**src/rtl/auth_msg_tx_pkg.sv**
```systemverilog
// -----------------------------------------------------------------------------
// auth_msg_tx_pkg
// Shared definitions for the authentication message transmitter: header and
// byte geometry, protocol constants, command codes, FSM state encoding and
// the CRC-8 byte update used by the optional trailer.
// Build option: AUTH_TX_CRC_EN adds the CRC trailer state.
// -----------------------------------------------------------------------------
package auth_msg_tx_pkg;

    localparam int SIZE_OF_HEADER_VARS     = 8;
    localparam int SIZE_OF_HEADER_IN_BYTES = 4;
    localparam int BYTE_W                  = SIZE_OF_HEADER_VARS;
    localparam int HDR_BYTES               = SIZE_OF_HEADER_IN_BYTES;
    localparam int HDR_W                   = HDR_BYTES * BYTE_W;
    localparam int MAX_PL                  = 255;

    localparam logic [7:0] PROTOCOL_VERSION = 8'h01;
    localparam logic [7:0] CRC8_POLY        = 8'h07;

    typedef enum logic [7:0] {
        CMD_DIGESTS        = 8'h81,
        CMD_CERTIFICATE    = 8'h82,
        CMD_CHALLENGE_AUTH = 8'h83,
        CMD_ERROR          = 8'hFF
    } auth_cmd_e;

`ifdef AUTH_TX_CRC_EN
    typedef enum logic [2:0] {
        ST_IDLE, ST_HDR, ST_PL, ST_CRC, ST_DONE
    } state_e;
    localparam bit     CRC_EN     = 1'b1;
    localparam state_e ST_TRAILER = ST_CRC;
`else
    typedef enum logic [2:0] {
        ST_IDLE, ST_HDR, ST_PL, ST_DONE
    } state_e;
    localparam bit     CRC_EN     = 1'b0;
    localparam state_e ST_TRAILER = ST_DONE;
`endif

    // Payload length clamp; the counter never has to hold more than MAX_PL.
    function automatic logic [7:0] sat_len(input logic [7:0] len);
        return (int'(len) > MAX_PL) ? 8'(MAX_PL) : len;
    endfunction

    // CRC-8, MSB first, whole byte folded in before the eight shifts.
    function automatic logic [7:0] crc8_update(input logic [7:0] crc, input logic [7:0] din);
        logic [7:0] c;
        c = crc ^ din;
        for (int i = 0; i < 8; i++) begin
            c = c[7] ? ((c << 1) ^ CRC8_POLY) : (c << 1);
        end
        return c;
    endfunction

endpackage

```
**src/rtl/auth_msg_tx_if.sv**
```systemverilog
// -----------------------------------------------------------------------------
// auth_msg_tx_if
// Byte links of the transmitter: payload source (pl_*) into the block and
// the transport link (tx_*) out of it.
//   master : the transmitter (drives tx_data/tx_valid/tx_last, pl_ready)
//   slave  : the environment (drives tx_ready, pl_data/pl_valid)
// -----------------------------------------------------------------------------
interface auth_msg_tx_if;
    import auth_msg_tx_pkg::*;

    logic [BYTE_W-1:0] tx_data;
    logic              tx_valid;
    logic              tx_last;
    logic              tx_ready;
    logic [BYTE_W-1:0] pl_data;
    logic              pl_valid;
    logic              pl_ready;

    modport master (
        output tx_data, tx_valid, tx_last, pl_ready,
        input  tx_ready, pl_data, pl_valid
    );

    modport slave (
        input  tx_data, tx_valid, tx_last, pl_ready,
        output tx_ready, pl_data, pl_valid
    );

endinterface

```
**src/rtl/auth_crc8.sv**
```systemverilog
// -----------------------------------------------------------------------------
// auth_crc8
// Byte-serial CRC-8 (poly 0x07, init 0x00) accumulator. Present only when
// AUTH_TX_CRC_EN is defined.
//   clk, reset : clock, synchronous active-high reset
//   clr        : restart the CRC at 0x00 (start of a message)
//   en         : fold din into the CRC (one accepted byte)
//   din        : byte being sent
//   crc        : running CRC over all bytes folded in since clr
// -----------------------------------------------------------------------------
`ifdef AUTH_TX_CRC_EN
module auth_crc8
    import auth_msg_tx_pkg::*;
(
    input  logic       clk,
    input  logic       reset,
    input  logic       clr,
    input  logic       en,
    input  logic [7:0] din,
    output logic [7:0] crc
);

    logic [7:0] crc_q;

    always_ff @(posedge clk) begin
        if (reset || clr) begin
            crc_q <= 8'h00;
        end else if (en) begin
            crc_q <= crc8_update(crc_q, din);
        end
    end

    assign crc = crc_q;

endmodule
`endif

```
**src/rtl/auth_msg_tx.sv**
```systemverilog
// -----------------------------------------------------------------------------
// auth_msg_tx
// Captures a 4-byte header and optional payload on the rising edge of
// MSG_ready and serialises them, header MSB byte first, onto a valid/ready
// byte link. One message in flight; requests while busy are dropped and
// flagged with overrun_err.
// Build option: AUTH_TX_CRC_EN appends a CRC-8 byte (carries tx_last).
// Ports:
//   clk, reset   : clock, synchronous active-high reset
//   MSG_ready    : request level, a rising edge starts a message
//   header       : {version, cmd, param1, param2}, byte 0 in the MSBs
//   pl_len       : payload byte count, sampled with header
//   link         : pl_* payload source and tx_* transport link (master side)
//   busy         : message in flight
//   msg_done     : one-cycle pulse after the last byte handshake
//   overrun_err  : one-cycle pulse when a request arrives while busy
// -----------------------------------------------------------------------------
module auth_msg_tx
    import auth_msg_tx_pkg::*;
(
    input  logic             clk,
    input  logic             reset,
    input  logic             MSG_ready,
    input  logic [HDR_W-1:0] header,
    input  logic [7:0]       pl_len,
    auth_msg_tx_if.master    link,
    output logic             busy,
    output logic             msg_done,
    output logic             overrun_err
);

    state_e            state_q, state_d;
    logic              msg_ready_q;
    logic [HDR_W-1:0]  hdr_q, hdr_d;
    logic [7:0]        idx_q, idx_d;
    logic [7:0]        cnt_q, cnt_d;
    logic              overrun_q, overrun_d;

    logic              req_edge;
    logic              hdr_last;
    logic [BYTE_W-1:0] tx_data_c;
    logic              tx_valid_c;
    logic              tx_last_c;
    logic              pl_ready_c;

`ifdef AUTH_TX_CRC_EN
    logic              crc_clr;
    logic              crc_en;
    logic [7:0]        crc;

    auth_crc8 u_crc8 (
        .clk   (clk),
        .reset (reset),
        .clr   (crc_clr),
        .en    (crc_en),
        .din   (tx_data_c),
        .crc   (crc)
    );
`endif

    assign req_edge = MSG_ready & ~msg_ready_q;
    assign hdr_last = (idx_q == 8'(HDR_BYTES - 1));

    // NOTE: sequential state uses non-blocking assignments so every register
    // samples the pre-edge values, independent of statement order.
    always_ff @(posedge clk) begin
        if (reset) begin
            state_q     <= ST_IDLE;
            msg_ready_q <= 1'b0;
            hdr_q       <= '0;
            idx_q       <= '0;
            cnt_q       <= '0;
            overrun_q   <= 1'b0;
        end else begin
            state_q     <= state_d;
            msg_ready_q <= MSG_ready;
            hdr_q       <= hdr_d;
            idx_q       <= idx_d;
            cnt_q       <= cnt_d;
            overrun_q   <= overrun_d;
        end
    end

    always_comb begin
        // NOTE: every output of this block gets a default first; a path that
        // left one unassigned would infer a latch.
        state_d    = state_q;
        hdr_d      = hdr_q;
        idx_d      = idx_q;
        cnt_d      = cnt_q;
        overrun_d  = req_edge && (state_q != ST_IDLE);
        tx_data_c  = '0;
        tx_valid_c = 1'b0;
        tx_last_c  = 1'b0;
        pl_ready_c = 1'b0;
`ifdef AUTH_TX_CRC_EN
        crc_clr    = 1'b0;
        crc_en     = 1'b0;
`endif

        unique case (state_q)
            ST_IDLE: begin
                if (req_edge) begin
                    hdr_d   = header;
                    idx_d   = '0;
                    cnt_d   = sat_len(pl_len);
                    state_d = ST_HDR;
`ifdef AUTH_TX_CRC_EN
                    crc_clr = 1'b1;
`endif
                end
            end

            ST_HDR: begin
                // Header shifts left on each accepted byte, so the byte on
                // the link is always the top of the register and stays
                // stable while stalled.
                tx_valid_c = 1'b1;
                tx_data_c  = hdr_q[HDR_W-1 -: BYTE_W];
                tx_last_c  = hdr_last && (cnt_q == 8'd0) && !CRC_EN;
                if (link.tx_ready) begin
`ifdef AUTH_TX_CRC_EN
                    crc_en = 1'b1;
`endif
                    hdr_d = hdr_q << BYTE_W;
                    if (hdr_last) begin
                        state_d = (cnt_q == 8'd0) ? ST_TRAILER : ST_PL;
                    end else begin
                        idx_d = idx_q + 8'd1;
                    end
                end
            end

            ST_PL: begin
                // Straight pass-through; the source holds its byte while stalled.
                tx_valid_c = link.pl_valid;
                tx_data_c  = link.pl_data;
                tx_last_c  = link.pl_valid && (cnt_q == 8'd1) && !CRC_EN;
                pl_ready_c = link.tx_ready;
                if (link.pl_valid && link.tx_ready) begin
`ifdef AUTH_TX_CRC_EN
                    crc_en = 1'b1;
`endif
                    cnt_d = cnt_q - 8'd1;
                    if (cnt_q == 8'd1) begin
                        state_d = ST_TRAILER;
                    end
                end
            end

`ifdef AUTH_TX_CRC_EN
            ST_CRC: begin
                tx_valid_c = 1'b1;
                tx_data_c  = crc;
                tx_last_c  = 1'b1;
                if (link.tx_ready) begin
                    state_d = ST_DONE;
                end
            end
`endif

            ST_DONE: begin
                state_d = ST_IDLE;
            end

            default: begin
                state_d = ST_IDLE;
            end
        endcase
    end

    assign link.tx_data  = tx_data_c;
    assign link.tx_valid = tx_valid_c;
    assign link.tx_last  = tx_last_c;
    assign link.pl_ready = pl_ready_c;

    // DONE is not busy, so a request edge there is reported as an overrun
    // through the state_q != ST_IDLE term above, not through busy.
    assign busy        = (state_q != ST_IDLE) && (state_q != ST_DONE);
    assign msg_done    = (state_q == ST_DONE);
    assign overrun_err = overrun_q;

endmodule
```
**src/flat_wrapper.sv**
```systemverilog
// flat-port wrapper written by rule: the top's interface ports become plain ports
module auth_msg_tx_flat import auth_msg_tx_pkg::*;
  (clk, reset, MSG_ready, header, pl_len, busy, msg_done, overrun_err, link_tx_data, link_tx_valid, link_tx_last, link_pl_ready, link_tx_ready, link_pl_data, link_pl_valid);
  auth_msg_tx_if link_i ();
  input  logic clk;
  input  logic reset;
  input  logic MSG_ready;
  input  logic [HDR_W-1:0] header;
  input  logic [7:0] pl_len;
  output logic busy;
  output logic msg_done;
  output logic overrun_err;
  output wire logic [$bits(link_i.tx_data)-1:0] link_tx_data;
  output wire logic [$bits(link_i.tx_valid)-1:0] link_tx_valid;
  output wire logic [$bits(link_i.tx_last)-1:0] link_tx_last;
  output wire logic [$bits(link_i.pl_ready)-1:0] link_pl_ready;
  input wire logic [$bits(link_i.tx_ready)-1:0] link_tx_ready;
  input wire logic [$bits(link_i.pl_data)-1:0] link_pl_data;
  input wire logic [$bits(link_i.pl_valid)-1:0] link_pl_valid;
  assign link_tx_data = link_i.tx_data;
  assign link_tx_valid = link_i.tx_valid;
  assign link_tx_last = link_i.tx_last;
  assign link_pl_ready = link_i.pl_ready;
  assign link_i.tx_ready = link_tx_ready;
  assign link_i.pl_data = link_pl_data;
  assign link_i.pl_valid = link_pl_valid;
  auth_msg_tx u_core (.clk(clk), .reset(reset), .MSG_ready(MSG_ready), .header(header), .pl_len(pl_len), .link(link_i), .busy(busy), .msg_done(msg_done), .overrun_err(overrun_err));
endmodule
```
**config.mk**
```make
export PLATFORM = sky130hd
export DESIGN_NAME = auth_msg_tx_flat
export DESIGN_NICKNAME = d
export VERILOG_FILES = /design/src/rtl/auth_msg_tx_pkg.sv /design/src/rtl/auth_msg_tx_if.sv /design/src/rtl/auth_crc8.sv /design/src/rtl/auth_msg_tx.sv /design/src/flat_wrapper.sv
export SDC_FILE = /design/constraint.sdc
export NUM_CORES = 1
export LEC_CHECK = 0
export ABC_AREA = 1
export CAP_MARGIN = 20
export CORE_ASPECT_RATIO = 0.9
export CORE_MARGIN = 2
export CORE_UTILIZATION = 40
export CTS_CLUSTER_SIZE = 40
export DETAILED_ROUTE_END_ITERATION = 10
export GPL_ROUTABILITY_DRIVEN = 0
export PLACE_DENSITY = 0.69
export SLEW_MARGIN = 20
export SYNTH_ARGS = -nofsm -noshare
export SYNTH_HDL_FRONTEND = slang
export SYNTH_SLANG_ARGS = --single-unit
```
**constraint.sdc**
```tcl
create_clock -name clk -period 1.6 [get_ports clk]
set_clock_uncertainty 0.1 [all_clocks]
set_input_delay 0.24 -clock clk [delete_from_list [all_inputs] [get_ports clk]]
set_output_delay 0.24 -clock clk [all_outputs]
set_load 0.01 [all_outputs]
```
# --- After elaboration in Yosys (flattened, before gate mapping) ---
# Index checks and enable logic that the tools add are counted.
# Widths: inputs -> output; s select.
word_totals:
  elab_cells: 57
  output_inout_bits: 14
  register_bits: 53
  input_bits: 53
op_classes:
  eq_ne: 12
  addsub: 2
  n_mux: 21
  bitwise_logic: 2
  reduce_logical: 14
ops:
  columns: ["cell", "n"]
  rows:
  - ["$mux 32", 2]
  - ["$pmux 32 s2", 1]
  - ["$pmux 8 s2", 3]
  - ["$mux 8", 5]
  - ["$mux 3", 5]
  - ["$pmux 3 s3", 1]
  - ["$add 8x1->8 const B", 1]
  - ["$eq 8x1->1 const B", 1]
  - ["$eq 8x2->1 const B", 1]
  - ["$logic_not 8->1", 1]
  - ["$ne 2x1->1 const B", 4]
  - ["$sub 8x1->8 const B", 1]
  - ["$eq 3x2->1 const B", 2]
  - ["$reduce_and 3->1", 2]
  - ["$logic_and 1x1->1", 5]
  - ["$reduce_and 5->1", 1]
  - ["$ne 2x2->1 const B", 2]
  - ["$pmux 1 s2", 2]
  - ["$reduce_and 4->1", 1]
  - ["$reduce_bool 2->1", 2]
  - ["$eq 3x1->1 const B", 1]
  - ["$logic_not 3->1", 1]
  - ["$ne 3x2->1 const B", 1]
  - ["$reduce_bool 3->1", 1]
  - ["3 further kinds", 4]

# --- Longest topological paths before layout ---
# Gate-level depths: netlist (run 1).
depth:
  depth_word: 5
  ltp_mapped: 12
  mapped_depth_nobuf: 10

# --- Least setup slack after synthesis (run 1) ---
# OpenSTA, ideal clock, no wires.
synth_timing:
  path_type: "register to output"
  start: "register u_core.state_q[1]"
  end: "output port link_tx_data[0]"
  n_path_buf: 3
  slack_ns: -0.053
  required_ns: 1.260
  arrival_time_ns: 1.313
  stages_incl_launch_ff: 8
  path_cell_list: "dfxtp_1 > inv_1 > ha_1 > buf_6 > buf_2 > buf_2 > nand2_1 > a21oi_1"
synth_via:
  elab_chain_len: 2
  elab_cells_between_ends: 3
  classes_between: "2 x eq/ne; 1 x mux"
synth_lines:
  columns: ["element", "line_no", "source"]
  rows:
  - ["start: declaration", "auth_msg_tx.sv:32", "state_e state_q, state_d;"]
  - ["start signal: assignment", "auth_msg_tx.sv:75", "state_q <= state_d;"]
  - ["$eq 3x2->1 or $eq 3x1->1 (tied branches)", "auth_msg_tx.sv:101", "unique case (state_q)"]
  - ["$pmux 8 s2 (*)", "auth_msg_tx.sv:101", null]
  - ["end: declaration", "flat_wrapper.sv:13", "output wire logic [$bits(link_i.tx_data)-1:0] link_tx_data;"]
# Mark *: on every way between the ends. The rest lies on a longest branch, timed or not.

# --- Final worst setup path (run 1) ---
layout_timing:
  start: "register u_core.state_q[0]"
  end: "output port link_tx_last"
layout_via:
  elab_chain_len: 2
  elab_cells_between_ends: 3
  classes_between: "2 x eq/ne; 1 x mux"
layout_lines:
  columns: ["element", "line_no", "source"]
  rows:
  - ["$eq 3x2->1 or $eq 3x1->1 (tied branches)", "auth_msg_tx.sv:101", null]
  - ["$pmux 1 s2 (*)", "auth_msg_tx.sv:101", null]
  - ["end: declaration", "flat_wrapper.sv:15", "output wire logic [$bits(link_i.tx_last)-1:0] link_tx_last;"]
# Marked as above.

==> results of run 1 <==
==> synthesized netlist by cell type <==
| library cell | number |
|---|---|
| buf_6 | 8 |
| ha_1 | 7 |
| clkbuf_1 | 7 |
| nand2_4 | 1 |
| clkinv_1 | 1 |
| nand2_2 | 2 |
| nor2_4 | 2 |
| nand3_1 | 49 |
| inv_1 | 27 |
| inv_2 | 1 |
| buf_4 | 1 |
| or2_1 | 1 |
| nor3_1 | 4 |
| nor2_1 | 37 |
| o211a_1 | 24 |
| buf_2 | 8 |
| a21oi_1 | 33 |
| dfxtp_1 | 52 |
| nand4_1 | 4 |
| nand2_1 | 120 |
| o21ai_1 | 2 |
| nand3_2 | 1 |
| o31ai_1 | 1 |
| o21a_1 | 1 |
| o21ai_0 | 20 |
==> worst paths after layout <==
kind,from,endpoint,cells past startpoint
setup reg to reg,u_core.state_q[0],u_core.idx_q[6],13
hold reg to reg,u_core.cnt_q[7],u_core.cnt_q[7],2
setup / recovery,u_core.state_q[0],link_tx_last,6
hold / removal,MSG_ready,u_core.msg_ready_q,3
==> layer usage <==
layer	up-vias	GRT usage	share of wire
met4	0	0.0521	0.013
met1	1529	0.285	0.45
met3	10	0.0305	0.047
met5	-	0	0
li1	1614	-	-
met2	87	0.366	0.49
==> final cells by class <==
class                   count  share of cell area
inverters                  29              0.0257
clock buffers               5              0.0146
flip-flops and latches     52               0.223
well taps                  93              0.0247
clock inverters             3             0.00584
multi-input cells         309               0.423
repair buffers            136               0.283
==> registers in the layout, indices dropped and copies added, names as in the netlist <==
name	count
u_core.state_q	2
u_core.idx_q	8
u_core.overrun_err	1
u_core.cnt_q	8
u_core.msg_ready_q	1
u_core.hdr_q	32
==> what timing repair did <==
item,CTS,global route
buffers inserted,11,10
resized for setup,116,84
hold endpoints to repair,0,0
cloned,3,3
endpoints found under the setup margin,63,63
pin swaps,20,32
==> critical path, delay by kind of cell, from the launching register on <==
kind	cells	cell delay, ns
DFF	1	0.40
and+or+nand+nor	2	0.30
buffers and inverters	2	0.22
adders and majority gates	1	0.16
AOI/OAI and AO/OA	1	0.14
==> metrics by stage <==
| step | area, µm² | hold WS, ns | setup WS, ns | cells |
|---|---|---|---|---|
| floorplan | 2910 | 0.209 | 0.00716 | 414 |
| detailed placement | 3910 | 0.368 | -0.436 | 596 |
| global placement | 3910 | 0.353 | -0.449 | 596 |
| finish | 4710 | 0.370 | -0.270 | 627 |
| global route | 4710 | 0.361 | -0.313 | 627 |
| CTS | 4340 | 0.365 | -0.257 | 617 |
==> layout by cell type, fill, tap and decap left out, types with 3 or more instances in the layout <==
cell,count
nand2_4,7
nor2_1,27
nand3_2,16
nand2_2,10
inv_2,4
buf_4,40
nand3_4,4
nor2_4,7
inv_1,21
buf_2,10
dfxtp_2,3
nand2_1,105
dfxtp_1,47
inv_4,3
nand3_1,30
o21ai_0,10
a21oi_1,13
clkdlybuf4s50_1,53
o21ai_1,11
buf_12,4
a21oi_2,19
clkbuf_8,5
nor2_2,5
o211a_1,24
buf_6,23
ha_4,5
nand4_1,4
==> cell families after synthesis <==
group,share of synthesized area
adder cells (fa/ha/maj),0.0305
buffers and inverters,0.0949
AND/OR/NAND/NOR,0.328
flip-flops,0.362
AO/OA/AOI/OAI,0.185
==> power by group through the flow <==
stage | sequential [mW] | clock, mW | combinational [mW]
final | 2.03 | 0.828 | 6.37
after global placement | 1.98 | 0 | 4.14
after CTS | 1.98 | 0.831 | 5.20
after detailed placement | 2.00 | 0 | 4.20
after floorplan | 1.95 | 0 | 2.90
after global routing | 2.08 | 0.880 | 6.88
==> run_results.csv, run 1 <==
group,metric,value,unit
final_layout,layout-drive-gt1-share,0.343,
synth,synth_cells,414,
flow_run,maxCapViolations,0,
placement,hpwl,5540,µm
final_layout,area_growth_syn_to_layout,64.0,%
power,p_leak,2.11,nW
clock_tree,clk_path_buf_depth,2,
power,p_comb_frac,0.690,
power,clkPwrFrac,0.090,
run_status,violations,"setup timing",
power,power_switching,4.10,mW
placement,port_buffers,66,
critical_path,crit_type,"reg -> out",
critical_path,arrival,1.53,ns
routing,drt_first_pass_iters,4,
routing,first_iter_violations,171,
critical_path,cp.required,1.26,ns
timing,setup-tns-final,-9.72,ns
timing,worstMarginPinSlew,0.333,ns
clock_tree,ctsHtreeMaxLevel,2,
die,rows,29,
final_layout,fin_nets,593,
synth,yosysUniqueCellTypes,25,
synth,yosysTopAreaCell,"dfxtp_1",
synth,ys_seq_area_frac,0.362,
routing,vias_per_cell,5.17,
timing,worst_slack,-0.270,ns
global_routing,antenna_found_initial,0,
power,seqPwrFrac,0.220,
final_layout,seq_area,1050,µm²
critical_path,cp_cell_sequence,"buf_6, ha_4, nand3_4, nor3_4, o21a_1, buf_2",
timing,period_needed,1.87,ns
synth,synth_seq_cells,52,
synth,ys.warnings.count,0,
timing,finalCritPeriodShare,1.17,
timing,max_freq,535,MHz
power,powerDensity,1960,nW/µm²
synth,synth_nets,474,
power,sw_frac_of_total,0.444,
timing,slew_viol_final,0,
power,power.internal,5.13,mW
final_layout,multi_input_area,2000,µm²
final_layout,n_antenna_cell,0,
timing,rsz0062_at_grt,"yes",
global_routing,grt_max_degree,37,
routing,final_antenna_net_count,0,
die,dieArea,7880,µm²
power,ir_drop,1360,µV
timing,slew_headroom,0.776,
run_status,status,"finished, violations left",
timing,hold_violations,0,
power,p_total,9.23,mW
critical_path,crit_path_max_incr_delay,0.40,ns
critical_path,cpMaxStageDelayCell,"dfxtp_4",
synth,syn_area,2870,µm²
timing,finalSetupViolCount,62,
routing,num_vias,3240,
clock_tree,cts_hold_buffers,0,
clock_tree,clk_pin_slew,0.10,ns
die,initial_utilization,0.410,
clock_tree,cts_root_buf,"clkbuf_8",
synth,synth_area_leaders,"dfxtp_1 36%, nand2_1 16%, nand3_1 8.5%, o211a_1 8.4%, a21oi_1 5.7%",
die,io_pins,67,
routing,routed_wl,9110,µm
clock_tree,cts_tree,"yes",
routing,route.detailed.wl_per_inst,14.5,µm
routing,drc,0,
die,die_height,84.4,µm
global_routing,grt_use_total,0.214,
final_layout,fillers,540,
die,die_x,93.4,µm
critical_path,cp_max_fo,3,
global_routing,grt_pass1_wl,13700,µm
critical_path,r2r_slack,-0.21,ns
clock_tree,cts.sinks,52,
synth,yosys.area.top_type_share,0.362,
min_path,worstHoldPathType,"in -> reg",
critical_path,cp-end-kind,"output pin",
die,coreArea,7000,µm²
critical_path,start_kind,"flip-flop",
global_routing,grt_pass1_vias,2975,
global_routing,gr-total-overflow,0,
clock_tree,clock_latency,0.32,ns
final_layout,utilization,0.673,
clock_tree,cts_buffers,5,
synth,syn_avg_cell_area,6.94,µm²
No activity file was read; power rests on OpenSTA's default activity.
==> run 2, diff against run 1 <==
--- a/config.mk
+++ b/config.mk
@@ -17,4 +17,5 @@
 export SLEW_MARGIN = 20
 export SYNTH_ARGS = -nofsm -noshare
 export SYNTH_HDL_FRONTEND = slang
+export SYNTH_HIERARCHICAL = 1
 export SYNTH_SLANG_ARGS = --single-unit
==> run 2 against run 1 <==
The flow still finishes with violations (setup timing). Largest power group unchanged. Register-to-register slack got worse by 0.06 ns. First-iteration DRC count increased by 1.2%. Non-clock buffer count rose by 8. Core utilization up 1.6 points. Setup slack lost 0.0040 ns. Final area increased by 1.9%.
==> run_results.csv, run 2 <==
group,metric,value,unit
timing,slew_viol_final,0,
min_path,hold_depth,3,
synth,ys_seq_area_frac,0.367,
routing,routed_wl,9250,µm
critical_path,cp_cell_sequence,"buf_6, ha_4, buf_12, inv_4, nor2_4, inv_2, nand2_2, nor2_4, buf_6, clkbuf_16, o21ai_1, a31oi_1",
final_layout,largest-register,"u_core/hdr_q",
critical_path,cp-startpoint,"u_core/state_q[0]",
critical_path,crit_path_max_incr_delay,0.35,ns
timing,slew_headroom,0.718,
clock_tree,cts_hold_buffers,0,
critical_path,r2r-end,"u_core/hdr_q[24]",
power,powerDensity,2030,nW/µm²
die,die_x,92.7,µm
clock_tree,cts_tree,"yes",
critical_path,crit_type,"reg -> reg",
critical_path,cp-end-kind,"flip-flop",
min_path,worstHoldPathType,"in -> reg",
global_routing,grt_pass1_wl,13900,µm
synth,synth_nets,482,
final_layout,area_growth_syn_to_layout,69.5,%
timing,worstMarginPinSlew,0.420,ns
critical_path,cp_max_fo,6,
timing,finalCritPeriodShare,1.17,
clock_tree,clk_pin_slew,0.10,ns
timing,finalSetupViolCount,61,
critical_path,critPathCapture,"u_core/hdr_q[24]",
critical_path,r2r_slack,-0.27,ns
global_routing,grt_max_degree,48,
power,p_total,9.73,mW
synth,yosysUniqueCellTypes,27,
final_layout,n_antenna_cell,0,
critical_path,arrival,2.01,ns
die,initial_utilization,0.407,
routing,drt_first_pass_iters,5,
global_routing,busiest_layer,"met2",
routing,route.detailed.wl_per_inst,14.4,µm
synth,synthFlopType,"dfxtp_1",
run_status,status,"finished, violations left",
clock_tree,clk_path_buf_depth,2,
global_routing,grtUsageMet1,0.280,
placement,dp.cells,606,
run_status,violations,"setup timing",
global_routing,antenna_found_initial,0,
final_layout,utilization,0.689,
synth,synth_most_common_cell,"nand2_1",
global_routing,gr-total-overflow,0,
die,dieArea,7780,µm²
routing,drc,0,
final_layout,largest_reg_flops,32,
final_layout,final_area,4800,µm²
timing,period_needed,1.87,ns
timing,setup-tns-final,-10.97,ns
placement,placed_cell_area,3940,µm²
clock_tree,clock_latency,0.31,ns
critical_path,cpMaxStageDelayCell,"dfxtp_2",
final_layout,top_regs,"u_core/hdr_q (32), u_core/cnt_q (8), u_core/idx_q (8)",
synth,synth_seq_cells,52,
final_layout,final_cell_mix,"110 x nand2_1, 53 x clkdlybuf4s50_1, 47 x buf_4, 47 x dfxtp_1",
critical_path,start_kind,"flip-flop",
synth,synth_area_leaders,"dfxtp_1 37%, nand2_1 17%, o21ai_0 6.4%, a31oi_1 5.3%, a21oi_1 5.1%",
timing,max_freq,534,MHz
die,die_height,83.9,µm
synth,synth_common_cells,"130 x nand2_1, 52 x dfxtp_1, 36 x o21ai_0",
final_layout,final_common_cell,"nand2_1",
routing,first_iter_violations,173,
final_layout,fin_nets,609,
placement,hpwl,5240,µm
critical_path,reg2reg_depth,12,
synth,syn_area,2830,µm²
die,io_pins,67,
global_routing,met3_usage,0.0370,
critical_path,cp.required,1.73,ns
timing,worst_slack,-0.274,ns
timing,rsz0062_at_grt,"yes",
routing,num_vias,3351,
timing,hold_violations,0,
synth,ys.warnings.count,6,
global_routing,grt_pass1_vias,3130,
synth,synth_cells,420,
critical_path,r2r_start,"u_core/state_q[0]",
synth,synth_edf_count,0,
routing,vias_per_cell,5.23,
global_routing,met2_usage,0.374,
synth,yosysTopAreaCell,"dfxtp_1",
final_layout,finalNonFillerCells,641,
synth,postSynth.asyncResetShare,0,
power,p_leak,2.00,nW
placement,port_buffers,66,
global_routing,grt_use_total,0.218,
final_layout,layout-drive-gt1-share,0.411,
clock_tree,cts_buffers,5,
power,ir_drop,938,µV
routing,final_antenna_net_count,0,
die,rows,29,
synth,syn_avg_cell_area,6.75,µm²
flow_run,maxCapViolations,0,
synth,yosys.area.top_type_share,0.367,
clock_tree,ctsHtreeMaxLevel,2,
die,coreArea,6970,µm²
clock_tree,cts_root_buf,"clkbuf_8",
clock_tree,cts.sinks,52,
==> run 2: timing repair <==
action	in CTS	in global routing
gates resized for setup	163	79
setup endpoints to repair	63	62
gates cloned	1	5
buffers inserted	15	6
pin swaps	37	22
==> run 2: stage by stage <==
step                      setup WS, ns  hold WS (ns)
after CTS                       -0.210         0.369
after detailed placement        -0.386         0.359
after floorplan                -0.0301         0.217
after global placement          -0.333         0.353
final                           -0.274         0.371
after global routing            -0.341         0.374
==> run 2: how the worst min path moves through the flow <==
stage                           startpoint                 end  slack (ns)
after floorplan                      reset  u_core/overrun_err        0.22
after global placement    u_core/hdr_q[14]    u_core/hdr_q[22]        0.35
after detailed placement   u_core/hdr_q[8]    u_core/hdr_q[16]        0.36
after CTS                        MSG_ready  u_core/msg_ready_q        0.37
after global routing             header[4]     u_core/hdr_q[4]        0.37
final                            MSG_ready  u_core/msg_ready_q        0.37
==> run 2: power breakdown <==
| group | internal [mW] | total (mW) | switching (mW) |
|---|---|---|---|
| clock network | 0.320 | 0.799 | 0.479 |
| logic | 3.29 | 6.82 | 3.53 |
| registers | 1.76 | 2.11 | 0.353 |
| total | 5.37 | 9.73 | 4.36 |
==> run 2: layer usage <==
layer  routed length, µm  up-vias
li1                    -     1642
met1                4120     1601
met2                4660       98
met3                 371       10
met4                  95        0
met5                   0        -
==> run 2: worst max-delay path: cells and delay by family (launching register included) <==
family / cells / cell delay [ns]
AOI/OAI and AO/OA: 2 / 0.24
DFF: 1 / 0.35
and+or+nand+nor: 3 / 0.24
buffers and inverters: 6 / 0.71
adders and majority gates: 1 / 0.17
==> run 2: final cells by class <==
type                       instances  area, µm²
clock buffer                       5       68.8
clock inverter                     3       25.0
fill                             542       2160
inverter                          33        138
multi-input combinational        311       1980
sequential                        52       1050
tap                               93        116
timing repair buffer             144       1430
==> run 2: cell families after synthesis <==
group / after synthesis / synth area share
flip-flops: 52 / 0.367
AND/OR/NAND/NOR: 205 / 0.315
AO/OA/AOI/OAI: 95 / 0.186
buffers and inverters: 57 / 0.0856
XOR/XNOR: 2 / 0.00618
adder cells (fa/ha/maj): 9 / 0.0397
==> patch 1: new RTL, settings of run 1 <==
Change the package constant `SIZE_OF_HEADER_VARS` from 8 to 4.
--- a/src/rtl/auth_msg_tx_pkg.sv
+++ b/src/rtl/auth_msg_tx_pkg.sv
@@ -7,7 +7,7 @@
 // -----------------------------------------------------------------------------
 package auth_msg_tx_pkg;
 
-    localparam int SIZE_OF_HEADER_VARS     = 8;
+    localparam int SIZE_OF_HEADER_VARS     = 4;
     localparam int SIZE_OF_HEADER_IN_BYTES = 4;
     localparam int BYTE_W                  = SIZE_OF_HEADER_VARS;
     localparam int HDR_BYTES               = SIZE_OF_HEADER_IN_BYTES;
Interface: changed (resized header, link_pl_data and link_tx_data); port bits go from 67 to 43. The function was not compared with the original's and may differ.
==> patch 1 against run 1 <==
The run still ends with negative setup slack left. Via count decreased by 16%. Cell area is 21% lower. Area after synthesis is 27% lower. First-iteration DRC count rose by 63%. Synthesized cell count shrank 23%. Sequential cell count decreased by 16. Power is 18% lower. Wire length decreased by 9.7%. Sequential power decreased by 31%. Non-clock buffer count shrank 15. Worst setup slack improved by 0.0038 ns. Critical endpoint is now u_core.idx_q[0]$_SDFFE_PP0P_. Largest power group unchanged. Highest routed layer unchanged.
==> patch 1: results (changes against run 1) <==
- Result of the run: complete, but fails checks
- Failing checks: negative setup slack
- Average vias per placed instance: 5.43 (+5.1%)
- Total GRT Usage: 26.1% (+4.7 points)
- Final worst setup slack: -0.266 ns (+0.00383 ns)
- Largest net degree at the start of global routing: 19 (-49%)
- Met3 Use GR: 4.08% (+1.0 points)
- Sequential group power: 0.00140 W (-31%)
- Depth of the worst hold-timing path: 2 (-1)
- Number of post-CTS setup repair buffers: 19 (+8)
- Data arrival time of the worst path: 1.99 ns (+0.46 ns)
- Repair and plain buffers: 121 (-11%)
- Total power of the final layout: 0.00754 W (-18%)
- Number of setup violations in the final report: 41 (-34%)
- Reported net switching power: 0.00344 W (-16%)
- Adder and majority gate portion of the synthesized area: 4.17% (+1.1 points)
- Slew at the pin closest to its max-slew limit: 0.298 ns (-0.0347 ns)
- Sum of met2 wire segment lengths after detailed routing: 4140 um (-7.2%)
- Number of port buffers: 42 (-36%)
- Critical path class: reg2reg
- Share of final-layout standard cells stronger than drive strength 1: 44.0% (+9.8 points)
- Classification of the worst-slack hold path: reg2reg
- R2R Path End: u_core.idx_q[0]$_SDFFE_PP0P_
- Leakage power: 1.67 nW (-21%)
- Mean routed wirelength per cell: 16.4 um (+13%)
- Maximum net fanout on the critical path: 6 (+3)
- Later-pin clock latency in the skew report: 0.30 ns (-0.02 ns)
- Clock share of power: 9.2% (+0.2 points)
- Critical path destination: u_core.idx_q[0]$_SDFFE_PP0P_
- End point of the worst hold path: u_core.cnt_q[7]$_SDFFE_PP0P_
- Net total in the final layout: 475 (-20%)
- Largest registers: u_core.hdr_q (16), u_core.cnt_q (8), u_core.idx_q (8)
- Final-layout non-clock buffer area share: 29.9% (+1.6 points)
- Total Wirelength: 8230 um (-9.7%)
## patch 1: cell types whose count changed after synthesis, moves of 5 or more
| cell | run 1 | this run |
|---|---|---|
| o211a_1 | 24 | 12 |
| o21ai_0 | 20 | 7 |
| a21oi_1 | 33 | 25 |
| nand2_1 | 120 | 96 |
| inv_1 | 27 | 22 |
| nand3_1 | 49 | 28 |
| dfxtp_1 | 52 | 36 |
| buf_6 | 8 | 2 |
## patch 1: logic make-up after synthesis
kind of cell | after synthesis
AO/OA/AOI/OAI | 52
flip-flops | 36
buffers and inverters | 39
AND/OR/NAND/NOR | 184
adder cells (fa/ha/maj) | 7
## patch 1: metrics by stage
step / util, % / setup slack (ns) / area (um^2) / hold WS, ns
final: 72.3 / -0.266 / 3730 / 0.375
after global routing: 72.3 / -0.296 / 3730 / 0.400
after CTS: 68.4 / -0.209 / 3530 / 0.369
after detailed placement: 57.4 / -0.384 / 2960 / 0.355
after global placement: 57.4 / -0.371 / 2960 / 0.352
after floorplan: - / 0.0225 / 2100 / 0.247
==> patch 2: new RTL, flow settings as in run 1 <==
Without the edit above. The 4 states of `state_e` get a one-hot encoding in 4 bits.
--- a/src/rtl/auth_msg_tx_pkg.sv
+++ b/src/rtl/auth_msg_tx_pkg.sv
@@ -31,8 +31,8 @@
     localparam bit     CRC_EN     = 1'b1;
     localparam state_e ST_TRAILER = ST_CRC;
 `else
-    typedef enum logic [2:0] {
-        ST_IDLE, ST_HDR, ST_PL, ST_DONE
+    typedef enum logic [3:0] {
+        ST_IDLE = 4'b0001, ST_HDR = 4'b0010, ST_PL = 4'b0100, ST_DONE = 4'b1000
     } state_e;
     localparam bit     CRC_EN     = 1'b0;
     localparam state_e ST_TRAILER = ST_DONE;
Behaviour: same outputs for any inputs over 10 cycles, from zero or initial values and one cycle with reset high; not proved beyond that.
==> patch 2 against run 1 <==
The run still ends with negative setup slack left. Wire length increased by 44%. Area after synthesis increased by 4.3%. Cell area increased by 18%. Count of clock-buffer cells in the layout increased by 1. First-iteration DRC count increased by 36%. Worst setup slack got worse by 0.044 ns. Sequential cell count increased by 2. Non-clock buffer count increased by 34. Power increased by 4.1%. Maximum frequency decreased by 2.3%. Highest routed layer unchanged.
==> patch 2: results (changes against run 1) <==
- Result of the run: complete, but fails checks
- Failing checks: negative setup slack
- Total GRT Usage: 25.9% (+4.5 points)
- R2R Path End: u_core.hdr_q[21]$_SDFFE_PP0P_
- Net total in the final layout: 658 (+11%)
- Post-synthesis net count: 504 (+6.3%)
- Sequential cell area fraction in the yosys report: 36.1% (-0.15 points)
- Depth of the worst hold-timing path: 2 (-1)
- Max clock buf depth: 2 (unchanged)
- Most area-consuming cells after synthesis: dfxtp_1 (36%), nand2_1 (12%), o21ai_0 (7.0%), a21oi_1 (6.8%), inv_1 (6.0%)
- Largest net degree at the start of global routing: 32 (-14%)
- Total Wirelength: 13200 um (+44%)
- Initial antenna violation count: 0 (unchanged)
- End point of the worst hold path: u_core.hdr_q[8]$_SDFFE_PP0P_
- Average vias per placed instance: 5.66 (+9.6%)
- Maximum net fanout on the critical path: 2 (-1)
- R2R depth: 12 (-1)
- Final worst setup slack: -0.314 ns (-0.0442 ns)
- Share of the synthesized area in compound gates (AO/OA/AOI/OAI): 20.3% (+1.8 points)
- Accumulated negative setup slack: -10.02 ns (-0.296 ns)
- Antenna diode count: 0 (unchanged)
- Post-detailed-placement half-perimeter wirelength: 5780 um (+4.5%)
- Adder and majority gate portion of the synthesized area: 1.25% (-1.8 points)
- Vias in the first global route: 3564 (+20%)
- Largest registers: u_core.hdr_q (32), u_core.cnt_q (8), u_core.idx_q (8)
- Post-placement cell area: 4090 um^2 (+4.7%)
- Clock share of power: 10.1% (+1.1 points)
- Number of setup violations in the final report: 64 (+3.2%)
- Leakage power: 2.36 nW (+12%)
- Worst VDD drop: 0.00104 V (-24%)
- Yosys cell types: 32 (+28%)
- Drt first pass iters: 6 (+2)
- Global-route wire length before repair: 16600 um (+21%)
- Relative max-transition margin: 72.4% (-5.1 points)
- Most instantiated cells after synthesis: nand2_1 (98), dfxtp_1 (54), inv_1 (48)
- Share of final-layout standard cells stronger than drive strength 1: 47.3% (+13 points)
- Post-Synth XOR/XNOR Area: 1.17% (+1.2 points)
- Initial DRC count: 232 (+36%)
- Source of the worst register-to-register timing path: u_core.state_q[0]$_SDFFE_PP1P_
- Part of the total power dissipated in sequential elements: 21.2% (-0.8 points)
- Beginning of the worst hold path: u_core.hdr_q[8]$_SDFFE_PP0P_
- Setup slack, reg-to-reg: -0.30 ns (-0.09 ns)
- Reported net switching power: 0.00414 W (+0.95%)
- Data arrival time of the worst path: 1.57 ns (+0.04 ns)
- Classification of the worst-slack hold path: reg2reg
-- patch 2: changes by cell type in the layout (fill, tap and decap cells not counted), sizes merged, moves of 2 or more --
cell,before,now
a21oi,33,47
nand2,123,110
dfxtp,52,54
nor2,39,47
nand4,4,14
ha,7,3
inv,29,52
xnor2,0,3
buf,80,115
o21ai,22,62
nand3,50,22
o211a,24,0
-- patch 2: cell type report --
class / count / area, um^2
clock buffers: 6 / 72.6
multi-input cells: 318 / 2260
inverters: 52 / 221
flip-flops and latches: 54 / 1100
repair inverters: 1 / 8.76
fillers: 436 / 1570
clock inverters: 2 / 37.5
well taps: 93 / 116
repair buffers: 170 / 1770
-- patch 2: logic make-up (layout without fill, tap and decap cells) --
family / count (synthesis) / after routing
xor+xnor: 4 / 4
buf+inv: 77 / 231
flops: 54 / 54
simple gates: 197 / 198
compound gates: 113 / 113
fa+ha+maj: 3 / 3
-- patch 2: how the worst max path moves through the flow --
stage | start | to | slack, ns | cells after the start
floorplan | u_core.state_q[2]$_SDFFE_PP0P_ | link_tx_last | 0.05 | 5
global placement | link_pl_valid | link_tx_last | -0.31 | 4
detailed placement | u_core.cnt_q[0]$_SDFFE_PP0P_ | link_tx_last | -0.37 | 9
CTS | u_core.cnt_q[1]$_SDFFE_PP0P_ | link_tx_last | -0.21 | 6
global route | u_core.cnt_q[1]$_SDFFE_PP0P_ | link_tx_last | -0.40 | 9
finish | u_core.cnt_q[1]$_SDFFE_PP0P_ | link_tx_last | -0.31 | 9
-- patch 2: worst max-delay path: stages, from the launching register on --
cell and delay, ns:
dfxtp_2 0.33, inv_2 0.08, ha_4 0.16, nand2_4 0.05, inv_2 0.06, nand3_2 0.08, nor2_2 0.14, nand2_1 0.10
o31ai_1 0.08, buf_2 0.17
-- patch 2: metal layers --
metal	GRT usage (%)	part of all wire, %	routed length [um]
met1	31.0	37	4910
met2	46.2	50	6530
met3	4.66	7.0	926
met4	9.09	6.0	783
met5	0	0	0
-- patch 2: per-stage QoR --
step	instances	total power, W	setup slack [ns]	util, %	hold slack (ns)
4_1_cts	685	0.00798	-0.211	69.5	0.360
2_1_floorplan	448	0.00397	0.0521	-	0.213
3_3_place_gp	640	0.00510	-0.311	57.3	0.337
6_report	696	0.00961	-0.314	78.1	0.369
5_1_grt	696	0.00997	-0.396	78.1	0.393
3_5_place_dp	640	0.00515	-0.371	57.3	0.342
-- patch 2: what timing repair did --
item,in CTS,in global routing
hold buffers,0,0
pin swaps,20,47
endpoints found under the setup margin,64,64
gates cloned,9,1
buffers inserted,29,19
gates resized for setup,186,147
